===== config.mk =====
export PLATFORM = sky130hd
export DESIGN_NAME = serial_addsub_flat
export DESIGN_NICKNAME = d
export VERILOG_FILES = /design/src/rtl/serial_addsub_pkg.sv /design/src/rtl/serial_addsub_if.sv /design/src/rtl/serial_addsub_full_adder.sv /design/src/rtl/serial_addsub.sv /design/src/flat_wrapper.sv
export SDC_FILE = /design/constraint.sdc
export NUM_CORES = 1
export LEC_CHECK = 0
export CAP_MARGIN = 15
export CORE_ASPECT_RATIO = 0.5
export CORE_MARGIN = 5
export CORE_UTILIZATION = 46
export CTS_CLUSTER_DIAMETER = 100
export DETAILED_ROUTE_END_ITERATION = 16
export PLACE_DENSITY_LB_ADDON = 0.3
export REMOVE_ABC_BUFFERS = 1
export SLEW_MARGIN = 0
export SYNTH_ARGS = -nofsm -noshare
export SYNTH_HDL_FRONTEND = slang
export SYNTH_HIERARCHICAL = 1
export SYNTH_SLANG_ARGS = --single-unit
export TNS_END_PERCENT = 1

===== constraint.sdc =====
create_clock -name clk -period 1.45 [get_ports clk]
set_clock_uncertainty 0.1 [all_clocks]
set_input_delay 0.29 -clock clk [delete_from_list [all_inputs] [get_ports clk]]
set_output_delay 0.29 -clock clk [all_outputs]
set_load 0.02 [all_outputs]

===== src/rtl/serial_addsub_pkg.sv =====
// Shared types and helpers for the bit-serial adder/subtractor.
// Holds the FSM state encoding and the bit-counter sizing rule.
package serial_addsub_pkg;

    typedef enum logic [1:0] {
        ST_IDLE = 2'd0,
        ST_RUN  = 2'd1,
        ST_DONE = 2'd2
    } state_t;

    // Counter must reach WIDTH after the final RUN edge.
    function automatic int cnt_width(input int width);
        return $clog2(width + 1);
    endfunction

endpackage


===== src/rtl/serial_addsub_if.sv =====
// Request/result bundle between a controller and serial_addsub.
interface serial_addsub_if #(
    parameter int WIDTH = 8
);
    logic             start;
    logic [WIDTH-1:0] a;
    logic [WIDTH-1:0] b;
    logic             sub;
    logic             busy;
    logic             done;
    logic [WIDTH-1:0] sum;
    logic             cout;
    logic             overflow;

    modport master (
        output start, a, b, sub,
        input  busy, done, sum, cout, overflow
    );

    modport slave (
        input  start, a, b, sub,
        output busy, done, sum, cout, overflow
    );
endinterface


===== src/rtl/serial_addsub_full_adder.sv =====
// One-bit full adder cell, shared with the combinational adder family.
module full_adder (
    input  logic a,
    input  logic b,
    input  logic cin,
    output logic sum,
    output logic cout
);
    assign sum  = a ^ b ^ cin;
    assign cout = (a & b) | (cin & (a ^ b));
endmodule


===== src/rtl/serial_addsub.sv =====
// Bit-serial two's-complement add/subtract, one bit per clock, LSB first.
// Results are published only on completion; the working sum stays internal.
//
// state   | meaning
// --------+-----------------------------------------------------------
// ST_IDLE | waiting for start; last result held on the outputs
// ST_RUN  | one full-adder step per edge, WIDTH edges in total
// ST_DONE | result valid, done pulse; start here is accepted directly
module serial_addsub
    import serial_addsub_pkg::*;
#(
    parameter int WIDTH = 8
) (
    input  logic           clk,
    input  logic           rst,
    serial_addsub_if.slave bus
);
    localparam int            CW       = cnt_width(WIDTH);
    localparam logic [CW-1:0] CNT_LAST = CW'(WIDTH - 1);
    localparam logic [CW-1:0] CNT_ONE  = CW'(1);

    state_t           r_state;
    state_t           w_next_state;
    logic             w_accept;
    logic             w_last;
    logic [WIDTH-1:0] r_a;
    logic [WIDTH-1:0] r_b;
    logic [WIDTH-1:0] r_acc;
    logic [CW-1:0]    r_cnt;
    logic             r_carry;
    logic             r_busy;
    logic             r_done;
    logic [WIDTH-1:0] r_sum;
    logic             r_cout;
    logic             r_ovf;
    logic             w_fa_sum;
    logic             w_fa_cout;
    logic [WIDTH-1:0] w_acc_next;

    full_adder u_fa (
        .a    (r_a[0]),
        .b    (r_b[0]),
        .cin  (r_carry),
        .sum  (w_fa_sum),
        .cout (w_fa_cout)
    );

    assign w_acc_next = {w_fa_sum, r_acc[WIDTH-1:1]};

    always_comb begin
        w_next_state = r_state;
        w_accept     = 1'b0;
        w_last       = 1'b0;
        case (r_state)
            ST_IDLE: begin
                if (bus.start) begin
                    w_accept     = 1'b1;
                    w_next_state = ST_RUN;
                end
            end
            ST_RUN: begin
                if (r_cnt == CNT_LAST) begin
                    w_last       = 1'b1;
                    w_next_state = ST_DONE;
                end
            end
            ST_DONE: begin
                if (bus.start) begin
                    w_accept     = 1'b1;
                    w_next_state = ST_RUN;
                end else begin
                    w_next_state = ST_IDLE;
                end
            end
            default: w_next_state = ST_IDLE;
        endcase
    end

    always_ff @(posedge clk) begin
        if (rst) begin
            r_state <= ST_IDLE;
            r_a     <= '0;
            r_b     <= '0;
            r_acc   <= '0;
            r_cnt   <= '0;
            r_carry <= 1'b0;
            r_busy  <= 1'b0;
            r_done  <= 1'b0;
            r_sum   <= '0;
            r_cout  <= 1'b0;
            r_ovf   <= 1'b0;
        end else begin
            r_state <= w_next_state;
            r_done  <= w_last;
            if (w_accept) begin
                // Subtract as A + ~B + 1: the +1 rides in on the initial carry.
                r_a     <= bus.a;
                r_b     <= bus.sub ? ~bus.b : bus.b;
                r_carry <= bus.sub;
                r_acc   <= '0;
                r_cnt   <= '0;
                r_busy  <= 1'b1;
            end else if (r_state == ST_RUN) begin
                r_a     <= r_a >> 1;
                r_b     <= r_b >> 1;
                r_acc   <= w_acc_next;
                r_carry <= w_fa_cout;
                r_cnt   <= r_cnt + CNT_ONE;
                if (w_last) begin
                    // r_carry here is the carry into the MSB.
                    r_busy <= 1'b0;
                    r_sum  <= w_acc_next;
                    r_cout <= w_fa_cout;
                    r_ovf  <= r_carry ^ w_fa_cout;
                end
            end
        end
    end

    assign bus.busy     = r_busy;
    assign bus.done     = r_done;
    assign bus.sum      = r_sum;
    assign bus.cout     = r_cout;
    assign bus.overflow = r_ovf;

endmodule


===== src/flat_wrapper.sv =====
// flat-port wrapper written by rule: the top's interface ports become plain ports
module serial_addsub_flat import serial_addsub_pkg::*;
#(
    parameter int WIDTH = 8
)
  (clk, rst, bus_start, bus_a, bus_b, bus_sub, bus_busy, bus_done, bus_sum, bus_cout, bus_overflow);
  serial_addsub_if #(.WIDTH(WIDTH)) bus_i ();
  input  logic clk;
  input  logic rst;
  input wire logic [$bits(bus_i.start)-1:0] bus_start;
  input wire logic [$bits(bus_i.a)-1:0] bus_a;
  input wire logic [$bits(bus_i.b)-1:0] bus_b;
  input wire logic [$bits(bus_i.sub)-1:0] bus_sub;
  output wire logic [$bits(bus_i.busy)-1:0] bus_busy;
  output wire logic [$bits(bus_i.done)-1:0] bus_done;
  output wire logic [$bits(bus_i.sum)-1:0] bus_sum;
  output wire logic [$bits(bus_i.cout)-1:0] bus_cout;
  output wire logic [$bits(bus_i.overflow)-1:0] bus_overflow;
  assign bus_i.start = bus_start;
  assign bus_i.a = bus_a;
  assign bus_i.b = bus_b;
  assign bus_i.sub = bus_sub;
  assign bus_busy = bus_i.busy;
  assign bus_done = bus_i.done;
  assign bus_sum = bus_i.sum;
  assign bus_cout = bus_i.cout;
  assign bus_overflow = bus_i.overflow;
  serial_addsub #(.WIDTH(WIDTH)) u_core (.clk(clk), .rst(rst), .bus(bus_i));
endmodule

## Word level (Yosys, flattened, before mapping)

Index checks and enable logic that the tools add are counted.

- Output and inout port bits: 12
- Logic and storage cells: 51
- Bits of input ports: 20
- Register bits: 43

- Reductions and logical operators: 8
- Multiplexer cells: 18
- Add/sub/neg operators: 1
- Eq/ne operators: 5
- Bitwise gates (word level): 8

Operators with widths:

| kind | number |
|---|---|
| 8-bit 2-to-1 mux | 5 |
| 1-bit 2-to-1 mux | 10 |
| 8-bit inverter | 1 |
| 2-bit case mux with 3 select lines | 1 |
| 4-bit by 1-bit adder with 4-bit output (second input constant) | 1 |
| 4-bit by 3-bit equality test with 1-bit output (second input constant) | 1 |
| 2-bit 2-to-1 mux | 2 |
| 2-bit AND reduction | 2 |
| 2-bit nonzero test | 2 |
| 2-bit OR reduction | 2 |
| 3-bit AND reduction | 1 |
| 1-bit bitwise XOR | 3 |
| 1-bit bitwise AND | 2 |
| 2-bit by 1-bit equality test with 1-bit output (second input constant) | 1 |
| 2-bit equality test (second input constant) | 1 |
| 2-bit logical NOT | 1 |
| 2-bit by 1-bit inequality test with 1-bit output (second input constant) | 1 |
| 2-bit inequality test (second input constant) | 1 |
| 1-bit inverter | 1 |
| 1-bit OR | 1 |

## Longest topological paths before layout

Gate-level depths: netlist of run 1.

- Depth after elaboration: 6
- Mapped depth: 5
- Mapped depth without buffers: 4

## By module

Netlist of run 1, hierarchy kept.

By module, submodules not included:

| module | instances | cells each | area an instance (µm²) |
|---|---|---|---|
| serial_addsub | 1 | 197 | 1796.7 |
| full_adder | 1 | 1 | 20.0 |

## Least setup slack after synthesis of run 1

No wires, ideal clock.

- Path type: reg-to-reg
- Start point: reg u_core.r_a[0]
- End point: reg u_core.r_ovf, in the netlist u_core/bus.overflow
- Stages on the path, launching flop included: 4
- Setup time: 0.088 ns
- Slack: 0.111 ns
- Clock period less this slack: 1.339 ns
- Arrival time: 1.151 ns
- Data required time: 1.262 ns
- Path buffers: 0
- Cells stage by stage: dfxtp_1 > fa_1 > xnor2_1 > a311oi_2

- Longest elaborated chain between the ends: 4

Ends and longest elaborated chain:

| what | line | text |
|---|---|---|
| from (decl) | serial_addsub.sv:26 | `logic [WIDTH-1:0] r_a;` |
| from (signal assigned) | serial_addsub.sv:97 | `r_a <= bus.a;` |
| from (signal assigned) | serial_addsub.sv:104 | `r_a <= r_a >> 1;` |
| 1-bit bitwise XOR | serial_addsub_full_adder.sv:10 | `assign cout = (a & b) \| (cin & (a ^ b));` |
| 1-bit bitwise AND | serial_addsub_full_adder.sv:10 |  |
| 1-bit OR * | serial_addsub_full_adder.sv:10 |  |
| named net u_core.w_fa_cout | serial_addsub.sv:37 | `logic w_fa_cout;` |
| 1-bit bitwise XOR * | serial_addsub.sv:114 | `r_ovf <= r_carry ^ w_fa_cout;` |
| to (signal assigned) | serial_addsub.sv:114 |  |
| to (decl) | serial_addsub.sv:35 | `logic r_ovf;` |

Mark *: on every way through the listed nets, which the timed path passes. The rest lies on a longest branch.
A chain may end at the register's enable or synchronous reset.

## Worst setup path in the final report of run 1

Ends and elaborated chain as after synthesis.

==> reports/metrics.yaml, run 1 <==
power_w: 0.002542
layout_commonest_cell: "dfxtp_1"
worstMarginPinSlew_ps: 226.2
leakage_nw: 0.8930
whs_path_depth: 2
syn_area_sq_mm: 0.001817
final_area_sq_mm: 0.002346
vias_per_cell: 5.258
cts_setup_buffers: 0
cp_data_arrival_time_ps: 1480
status: "complete, no violations"
grt_pass1_wl_um: 6575
dp_cells: 287
drt_wl_total_um: 3735
portBuffers: 31
clk_pin_slew_ps: 80
start_util_pct: 47.02
tns_ps: 0
reg2reg_depth: 3
firstDrtPassIters: 5
core.rowCount: 16
rsz0062_at_grt: "no"
finalCritPeriodShare_pct: 94.35
n_antenna_cell: 0
dp_hpwl_um: 2727
max-slew-margin-rel_pct: 84.92
ant_nets: 0
mostFrequentLayoutCells: "dfxtp_1 (42), a21oi_1 (23), buf_4 (22), clkdlybuf4s50_1 (19), nand2_1 (19)"
p_per_area_mw_per_mm2: 1084
grt_pass1_vias: 1521
fmax_mhz: 730.9
overflow: 0
yosys.cell_types.count: 28
final_cells: 295
critPathMaxStageDelay_ps: 460
crit_fanout: 2
postPlaceCellArea_sq_mm: 0.002251
start_kind: "flip-flop"
io_pins: 32
clk_latency_ps: 290
syn_avg_cell_area_sq_um: 9.175
cp_data_required_time_ps: 1570
n_fill_cell: 360
hp-start: "u_core/r_acc[1]$_SDFFE_PP0N_"
cp_slowest_cell: "fa_1"
antenna_found_initial: 0
clock_sink_count: 42
drtIter0Drc: 59
finalSetupViolCount: 0
min_path_type: "reg2reg"
synth-seq-area-share_pct: 46.28
crit_path_end_kind: "flip-flop"
clock_path_buffers: 2
cap_violations: 0
worstSetupPathType: "reg2reg"
cp-startpoint: "u_core/r_a[0]$_SDFFE_PP0P_"
yosys_warnings: 6
reg2reg_from: "u_core/r_a[0]$_SDFFE_PP0P_"
die_w_um: 98.88
gp_congestion: 0.7418
root_buffer: "clkbuf_8"
synthToLayoutAreaGrowth_pct: 29.13
post-route-drc-count: 0
fin_nets: 262
crit_chain: "fa_1, xnor2_1, a311oi_2"
num_vias: 1551
core_sq_mm: 0.003864
die_h_um: 54.44
htreeDepth: 2
maxSlewViolCount: 0
grt_util_all_layers_pct: 15.37
fin_crit_ps: 1368
yosys_register_bits: 42
drive_above_1_share_pct: 19.50
grt_max_degree: 25
hold_violations: 0
cts_tree: "done"
cts_hold_buf: 0
cts_buffers: 5
peakVddDrop_mv: 0.4831
die-area_sq_mm: 0.005383
postSynthCellCount: 198
wl_per_cell_um: 12.66
-- routing by layer --
layer	GRT usage (%)	vias to the layer above	routed length, um
met4	6.803	0	51
li1	-	783	-
met5	0	-	0
met2	27.44	38	1792
met3	4.326	7	177
met1	17.83	723	1714
-- cell type report --
type                    count  area, sq um  area share [%]
well taps                  54        67.56           2.880
clock buffers               5        68.82           2.933
flip-flops and latches     42        840.8           35.84
repair buffers             54        480.5           20.48
clock inverters             3        40.04           1.707
multi-input cells         137        848.3           36.16
-- path summary, 6_finish.rpt --
| path | slack (ps) | endpoint |
|---|---|---|
| worst max-delay path | 80 | u_core/bus.overflow$_SDFFE_PP0P_ |
| worst min-delay path | 370 | u_core/r_acc[1]$_SDFFE_PP0N_ |
| worst max register to register | 80 | u_core/bus.overflow$_SDFFE_PP0P_ |
| worst min register to register | 370 | u_core/r_acc[1]$_SDFFE_PP0N_ |
-- Yosys cell counts --
master | n | area share [%]
a21oi_1 | 23 | 6.3
a22oi_1 | 1 | 0.41
a311oi_2 | 2 | 1.7
and2b_1 | 1 | 0.41
and3b_1 | 1 | 0.48
buf_1 | 1 | 0.21
buf_2 | 7 | 1.9
buf_4 | 7 | 2.9
buf_6 | 3 | 1.9
clkbuf_1 | 1 | 0.21
dfxtp_1 | 42 | 46
fa_1 | 1 | 1.1
ha_1 | 1 | 0.69
mux2i_1 | 1 | 0.55
nand2_1 | 19 | 3.9
nand2b_1 | 3 | 1.0
nand3_1 | 12 | 3.3
nand3b_1 | 2 | 0.83
nor2_1 | 4 | 0.83
nor2b_1 | 1 | 0.34
nor3_1 | 16 | 4.4
nor3_2 | 13 | 7.2
o21ai_0 | 6 | 1.7
o21ai_1 | 5 | 1.4
o22ai_1 | 13 | 4.5
or3_1 | 1 | 0.34
xnor2_1 | 2 | 0.96
xor2_1 | 9 | 4.3
-- power breakdown --
group | internal (W) | switching (W) | total, W
clock network | 0.000507 | 0.000396 | 0.000903
logic | 0.000195 | 0.000201 | 0.000396
registers | 0.00121 | 0.0000342 | 0.00124
total | 0.00191 | 0.000632 | 0.00254
-- cell families (layout without fill, tap and decap cells) --
| group | count (synthesis) | in the layout | synth area share, % |
|---|---|---|---|
| buf+inv | 19 | 62 | 7.093 |
| compound gates | 50 | 50 | 15.91 |
| simple gates | 73 | 73 | 23.07 |
| fa+ha+maj | 2 | 2 | 1.791 |
| mux | 1 | 1 | 0.5510 |
| flops | 42 | 42 | 46.28 |
| xor+xnor | 11 | 11 | 5.303 |
-- worst max-delay path, delay by kind of cell (launching register included) --
| kind | cells | cell delay (ps) |
|---|---|---|
| AOI/OAI and AO/OA | 1 | 250 |
| xor gates and xnor gates | 1 | 160 |
| adders and majority gates | 1 | 460 |
| DFF | 1 | 330 |
-- through the flow --
stage,hold WS (ps),setup slack [ps],utilization [%]
2_1_floorplan,257.9,-190.2,-
3_3_place_gp,343.3,-135.9,58.26
3_5_place_dp,362.0,-159.1,58.26
4_1_cts,369.9,56.48,60.69
5_1_grt,390.2,3.275,60.72
6_report,371.2,81.91,60.72
-- registers in the layout (all words and copies together), names as in the netlist --
signal,flops
u_core/r_b,8
u_core/r_state,2
u_core/bus.done,1
u_core/bus.overflow,1
u_core/bus.cout,1
u_core/r_carry,1
u_core/r_cnt,4
u_core/r_a,8
u_core/r_acc,7
u_core/bus.busy,1
u_core/bus.sum,8
-- what timing repair did --
item,CTS,global route
endpoints found under the setup margin,12,7
resized for setup,12,1
gates cloned,0,0
Power figures use the tool's default switching activity.
==> inputs of run 2 (changes only) <==
--- a/config.mk
+++ b/config.mk
@@ -5,10 +5,11 @@
 export SDC_FILE = /design/constraint.sdc
 export NUM_CORES = 1
 export LEC_CHECK = 0
+export ABC_AREA = 1
 export CAP_MARGIN = 15
 export CORE_ASPECT_RATIO = 0.5
 export CORE_MARGIN = 5
-export CORE_UTILIZATION = 46
+export CORE_UTILIZATION = 47
 export CTS_CLUSTER_DIAMETER = 100
 export DETAILED_ROUTE_END_ITERATION = 16
 export PLACE_DENSITY_LB_ADDON = 0.3
==> constraint.sdc (replaced) <==
create_clock -name clk -period 1.45 [get_ports clk]
set_clock_uncertainty 0.1 [all_clocks]
set_input_delay 0.29 -clock clk [delete_from_list [all_inputs] [get_ports clk]]
set_output_delay 0.29 -clock clk [all_outputs]
set_load 0.01 [all_outputs]
==> run 2 against run 1 <==
Compared with the run above:
- first-iteration DRC count increased by 10%
- total power decreased by 4.1%
- utilization increased by 3.6 points
- register-to-register slack about the same
- design area increased by 8.2%
- synthesized area increased by 7.0%
- die area increased by 4.1%
- via count increased by 17%
- largest cell class unchanged
==> reports/metrics.yaml, run 2 <==
cp_data_arrival_time_ps: 1460  # -20 ps
fin_nets: 368  # +40%
fmax_mhz: 732.0  # +0.14%
synth_ff_type: "dfxtp_1"
synth-edff-count: 0  # unchanged
cts_tree: "done"
final_area_sq_mm: 0.002537  # +8.2%
yosys.cell_types.count: 21  # -25%
yosysMostFrequentCell: "nand2_1"
vias_per_cell: 4.526  # -14%
status: "complete, no violations"
drive_above_1_share_pct: 11.82  # -7.7 points
io_pins: 32  # unchanged
synth_area_leaders: "dfxtp_1 (43%), nand2_1 (20%), inv_1 (8.9%)"
clkPwrFrac_pct: 32.4  # -3.1 points
cp_num_cells: 7  # +4
wl_per_cell_um: 10.10  # -20%
maxSlewViolCount: 0  # unchanged
final_cells: 401  # +36%
p_per_area_mw_per_mm2: 960.4  # -11%
antenna_found_initial: 0  # unchanged
leakage_nw: 1.316  # +47%
switching_share_pct: 26.57  # +1.7 points
worst-path-buf-inv: 1  # +1
start_util_pct: 49.30  # +2.3 points
yosys.area.top_type_share_pct: 43.24  # -3.0 points
ant_nets: 0  # unchanged
dp_cells: 391  # +36%
postPlaceCellArea_sq_mm: 0.002419  # +7.4%
seq_power_share_pct: 50.9  # +2.0 points
fin_crit_ps: 1366  # -1.961 ps
rsz0062_at_grt: "yes"
core.rowCount: 16  # unchanged
crit_chain: "ha_2, nand2_1, nor2_4, nand2_4, buf_4, nor2_1, nor2_1"
grt_pass1_wl_um: 7155  # +8.8%
clock_sink_count: 42  # unchanged
finalCritPeriodShare_pct: 94.22  # -0.14 points
peakVddDrop_mv: 0.3421  # -29%
hold_violations: 0  # unchanged
grt_util_all_layers_pct: 15.45  # +0.080 points
htreeDepth: 2  # unchanged
start_kind: "flip-flop"
worstSetupPathType: "reg2reg"
clk_latency_ps: 290  # about the same
syn_area_sq_mm: 0.001944  # +7.0%
combPwrFrac_pct: 16.7  # +1.1 points
cp_data_required_time_ps: 1540  # -30 ps
cts_hold_buf: 0  # unchanged
cpMostUsedCell: "nor2_1"
clk_pin_slew_ps: 80  # about the same
p_int_w: 0.001789  # -6.3%
mostFrequentLayoutCells: "nand2_1 (104), inv_1 (46), dfxtp_1 (40), nor2_1 (36), nand3_1 (20)"
layout_commonest_cell: "nand2_1"
syn_avg_cell_area_sq_um: 6.525  # -29%
firstDrtPassIters: 4  # -1
num_vias: 1815  # +17%
cp_slowest_cell: "dfxtp_2"
ys_top_cells_by_count: "nand2_1 (104), inv_1 (46), dfxtp_1 (42), nor2_1 (36), nand3_1 (20)"
grt_pass1_vias: 1693  # +11%
yosys_register_bits: 42  # unchanged
worstMarginPinSlew_ps: 229.1  # +2.959 ps
clock_path_buffers: 2  # unchanged
die_h_um: 55.48  # +1.9%
core_sq_mm: 0.003944  # +2.1%
portBuffers: 31  # unchanged
crit_path_end_kind: "flip-flop"
overflow: 0  # unchanged
dp_hpwl_um: 2928  # +7.3%
cts_buffers: 5  # unchanged
root_buffer: "clkbuf_8"
reg2reg_depth: 7  # +4
drt_wl_total_um: 4049  # +8.4%
synth-seq-area-share_pct: 43.24  # -3.0 points
critPathMaxStageDelay_ps: 350  # -110 ps
synthToLayoutAreaGrowth_pct: 30.50
min_path_type: "reg2reg"
yosys_warnings: 6  # unchanged
crit_family: "simple AND/OR/NAND/NOR gates"
p_sw_w: 0.0006476  # +2.5%
die-area_sq_mm: 0.005601  # +4.1%
whs_path_depth: 2  # unchanged
postSynthCellCount: 298  # +51%
grt_max_degree: 18  # -28%
drtIter0Drc: 65  # +10%
finalSetupViolCount: 0  # unchanged
post-route-drc-count: 0  # unchanged
cap_violations: 0  # unchanged
crit_fanout: 6  # +4
max-slew-margin-rel_pct: 84.71  # -0.21 points
ys_async_sr_fraction_pct: 0  # unchanged
n_antenna_cell: 0  # unchanged
die_w_um: 101.0  # +2.1%
gp_congestion: 0.7944  # +7.1%
yosysTopAreaCell: "dfxtp_1"
-- run 2: cell count changes in the layout (fill, tap and decap cells not counted), sizes merged, moves of 3 or more --
cell,previous run,this run
o21ai,11,8
a21oi,23,14
nor3,29,0
nor2,4,39
nand2b,3,0
inv,0,48
nand2,19,109
xor2,9,2
o22ai,13,0
nand3,12,20
-- run 2: timing repair --
action                                  in CTS  in global routing
resized for setup                           13                  6
pin swaps                                    0                  1
endpoints found under the setup margin      19                 13
setup buffers                                0                  2
-- run 2: layer usage --
metal / GRT usage (%) / wire length [um] / up-vias / part of all wire (%)
met4: 5.492 / 64 / 0 / 1.6
met2: 25.26 / 1806 / 34 / 45
met3: 3.894 / 175 / 7 / 4.3
met5: 0 / 0 / - / 0
li1: - / - / 981 / -
met1: 19.72 / 2003 / 793 / 49
-- run 2: path summary, 6_finish.rpt --
kind	slack [ps]	endpoint	startpoint
max reg2reg	80	u_core/bus.overflow$_SDFFE_PP0P_	u_core/r_cnt[1]$_SDFFE_PP0N_
min	370	u_core/bus.sum[2]$_SDFFE_PP0P_	u_core/r_acc[3]$_SDFFE_PP0N_
max	80	u_core/bus.overflow$_SDFFE_PP0P_	u_core/r_cnt[1]$_SDFFE_PP0N_
min reg2reg	370	u_core/bus.sum[2]$_SDFFE_PP0P_	u_core/r_acc[3]$_SDFFE_PP0N_
-- run 2: stage by stage --
step | hold slack (ps) | total power [W] | TNS, ps | utilization (%) | worst slack [ps]
after floorplan | 259.1 | 0.001483 | -1318 | - | -138.1
after global placement | 343.7 | 0.001655 | -1984 | 61.33 | -96.80
after detailed placement | 352.9 | 0.001667 | -2823 | 61.33 | -144.8
after CTS | 368.9 | 0.002466 | -6.651 | 63.48 | -6.651
after global routing | 389.9 | 0.002580 | -14.72 | 64.34 | -14.72
final | 366.2 | 0.002437 | 0 | 64.34 | 83.87
-- run 2: power by group through the flow --
stage | combinational (W) | clock (W) | sequential [W]
6_report | 0.000406 | 0.000791 | 0.00124
5_1_grt | 0.000464 | 0.000869 | 0.00125
4_1_cts | 0.000401 | 0.000825 | 0.00124
3_5_place_dp | 0.000401 | 0 | 0.00127
3_3_place_gp | 0.000390 | 0 | 0.00126
2_1_floorplan | 0.000222 | 0 | 0.00126
-- run 2: area by class of cell --
cell class                 instances  area (sq um)
clock inverter                     1         8.758
clock buffer                       7         86.33
sequential                        42         843.3
tap                               54         67.56
inverter                          48         181.4
timing repair buffer              52         469.2
multi-input combinational        197         880.8
fill                             339          1406
-- run 2: cells by family after synthesis --
family | synth area share [%]
AO/OA/AOI/OAI | 6.049
XOR/XNOR | 0.9011
adder cells (fa/ha/maj) | 1.673
buffers and inverters | 12.35
flip-flops | 43.24
AND/OR/NAND/NOR | 35.78
-- run 2: tightest hold or removal path, cell delays in order (launching register included) --
cell	delay [ps]
dfxtp_1	330
nand2_1	60
nand2_1	40
==> inputs of run 3 (changes only) <==
--- a/config.mk
+++ b/config.mk
@@ -6,13 +6,14 @@
 export NUM_CORES = 1
 export LEC_CHECK = 0
 export ABC_AREA = 1
+export ABC_CLOCK_PERIOD_IN_PS = 1450
 export CAP_MARGIN = 15
 export CORE_ASPECT_RATIO = 0.5
 export CORE_MARGIN = 5
 export CORE_UTILIZATION = 47
 export CTS_CLUSTER_DIAMETER = 100
 export DETAILED_ROUTE_END_ITERATION = 16
-export PLACE_DENSITY_LB_ADDON = 0.3
+export PLACE_DENSITY_LB_ADDON = 0.05
 export REMOVE_ABC_BUFFERS = 1
 export SLEW_MARGIN = 0
 export SYNTH_ARGS = -nofsm -noshare
==> run 3 against run 2 <==
Compared with the run above:
- register-to-register slack barely moved
- sequential share of layout area up 0.26 points
- maximum frequency is 0.63% lower
- routed wire length is 0.69% lower
- combinational power decreased by 2%
- sequential cell count did not move
- design area is 0.79% lower
- critical endpoint unchanged
- largest power group unchanged
==> reports/metrics.yaml, run 3 (synthesis results as in run 2) <==
grt_pass1_vias: 1681  # -0.71%
reg2reg_depth: 7  # unchanged
drt_wl_total_um: 4021  # -0.69%
cts_hold_buf: 0  # unchanged
min_path_type: "reg2reg"
p_per_area_mw_per_mm2: 946.5  # -1.4%
vias_per_cell: 4.474  # -1.2%
hold_path_end: "u_core/bus.busy$_SDFFE_PP0P_"
root_buffer: "clkbuf_8"
fin_nets: 368  # unchanged
drtIter0Drc: 69  # +6.2%
hold_violations: 0  # unchanged
final_area_sq_mm: 0.002517  # -0.79%
synthToLayoutAreaGrowth_pct: 29.47
drive_above_1_share_pct: 11.82  # unchanged
rsz0062_at_grt: "yes"
rr_endpoint: "u_core/bus.overflow$_SDFFE_PP0P_"
cp_data_required_time_ps: 1540  # about the same
leakage_nw: 1.302  # -1.1%
clk_latency_ps: 290  # about the same
wl_per_cell_um: 10.03  # -0.69%
ant_nets: 0  # unchanged
peakVddDrop_mv: 0.4127  # +21%
firstDrtPassIters: 4  # unchanged
finalWorstSetupSlack_ps: 75.17  # -8.699 ps
grt_pass1_wl_um: 7217  # +0.87%
finalCritPeriodShare_pct: 94.82  # +0.60 points
start_util_pct: 49.30  # unchanged
fin_crit_ps: 1375  # +8.699 ps
portBuffers: 31  # unchanged
antenna_found_initial: 0  # unchanged
num_vias: 1794  # -1.2%
status: "complete, no violations"
postPlaceCellArea_sq_mm: 0.002419  # unchanged
max-slew-margin-rel_pct: 83.79  # -0.92 points
cp_slowest_cell: "dfxtp_2"
cap_violations: 0  # unchanged
rrSetupSlack_ps: 80  # about the same
die-area_sq_mm: 0.005601  # unchanged
start_kind: "flip-flop"
cts_buffers: 5  # unchanged
finalSetupViolCount: 0  # unchanged
cp_data_arrival_time_ps: 1470  # about the same
pre_cts_slack_ps: -157.2  # -12.37 ps
worstSetupPathType: "reg2reg"
core.rowCount: 16  # unchanged
worstMarginPinSlew_ps: 242.9  # +13.82 ps
layout_commonest_cell: "nand2_1"
die_h_um: 55.48  # unchanged
htreeDepth: 2  # unchanged
maxSlewViolCount: 0  # unchanged
post-route-drc-count: 0  # unchanged
grt_max_degree: 14  # -4
hp-start: "u_core/bus.busy$_SDFFE_PP0P_"
crit_fanout: 6  # unchanged
n_fill_cell: 392  # +16%
io_pins: 32  # unchanged
gp_congestion: 0.7655  # -3.6%
n_antenna_cell: 0  # unchanged
clock_path_buffers: 2  # unchanged
clk_pin_slew_ps: 80  # about the same
whs_path_depth: 2  # unchanged
cts_tree: "done"
die_w_um: 101.0  # unchanged
mostFrequentLayoutCells: "nand2_1 (104), inv_1 (46), dfxtp_1 (40), nor2_1 (36), nand3_1 (20)"
grt_util_all_layers_pct: 15.75  # +0.29 points
dp_hpwl_um: 3029  # +3.5%
crit_chain: "ha_2, nand2_1, nor2_2, nand2_2, buf_4, nor2_1, nor2_1"
reg2reg_from: "u_core/r_cnt[1]$_SDFFE_PP0N_"
crit_path_end_kind: "flip-flop"
clock_sink_count: 42  # unchanged
core_sq_mm: 0.003944  # unchanged
cpMostUsedCell: "nor2_1"
overflow: 0  # unchanged
critPathMaxStageDelay_ps: 350  # about the same
fmax_mhz: 727.4  # -0.63%
==> run 3: cell count changes in the layout (fill, tap and decap cells not counted) <==
cell,before,now
nor2_2,0,2
buf_4,19,18
clkbuf_8,6,5
clkinv_4,0,1
inv_6,1,0
clkinv_2,1,2
buf_6,1,2
nand2_2,4,5
nor2_4,3,1
nand2_4,1,0
==> run 3: final cells by class <==
cell class,count,area (sq um),share of cell area (%)
clock buffer,6,72.57,2.883
clock inverter,2,13.76,0.5467
multi-input combinational,197,865.8,34.39
inverter,48,181.4,7.207
sequential,42,843.3,33.50
timing repair buffer,52,473.0,18.79
tap,54,67.56,2.684
==> run 3: worst max-delay path: cells and delay by family (launching register included) <==
family	cells	cell delay, ps
buffers and inverters	1	170
DFF	1	350
adders and majority gates	1	180
and+or+nand+nor	5	470
==> run 3: timing repair <==
item,CTS,global route
pin swaps,0,1
endpoints found under the hold margin,0,0
setup buffers,0,2
setup endpoints to repair,12,11
resized for setup,12,5
gates cloned,0,0
==> run 3: per-stage QoR <==
| stage | setup TNS [ps] | total power (W) | hold slack (ps) | util, % | cells |
|---|---|---|---|---|---|
| 2_1_floorplan | -1318 | 0.001483 | 259.1 | - | 287 |
| 3_3_place_gp | -2044 | 0.001655 | 343.6 | 61.33 | 391 |
| 3_5_place_dp | -2846 | 0.001664 | 352.1 | 61.33 | 391 |
| 4_1_cts | 0 | 0.002410 | 365.6 | 63.13 | 399 |
| 5_1_grt | -74.96 | 0.002541 | 383.7 | 63.83 | 401 |
| 6_report | 0 | 0.002383 | 359.8 | 63.83 | 401 |
==> run 3: layer usage <==
metal / part of all wire (%) / track usage (%) / up-vias
met5: 0 / 0 / -
met4: 0.77 / 5.114 / 0
met3: 5.1 / 4.899 / 4
met2: 43 / 24.13 / 34
met1: 51 / 21.02 / 770
li1: - / - / 986
==> run 3: report_power, final <==
part	leakage (nW)	switching [W]	internal (W)	total, W
clock	0.0452	0.000403	0.000340	0.000743
sequential	0.344	0.0000323	0.00121	0.00124
combinational	0.914	0.000213	0.000186	0.000399
total	1.30	0.000648	0.00173	0.00238
==> run 3: worst max path at each step <==
stage	start	end	slack, ps	cells after the start
CTS	u_core/r_cnt[0]$_SDFFE_PP0N_	u_core/bus.cout$_SDFFE_PP0P_	40	8
detailed placement	bus_start	u_core/r_a[5]$_SDFFE_PP0P_	-160	9
floorplan	u_core/r_state[0]$_SDFFE_PP0P_	u_core/bus.sum[1]$_SDFFE_PP0P_	-140	6
global placement	bus_start	u_core/r_a[2]$_SDFFE_PP0P_	-110	9
finish	u_core/r_cnt[1]$_SDFFE_PP0N_	u_core/bus.overflow$_SDFFE_PP0P_	80	7
global route	u_core/r_cnt[1]$_SDFFE_PP0N_	u_core/bus.overflow$_SDFFE_PP0P_	-20	8
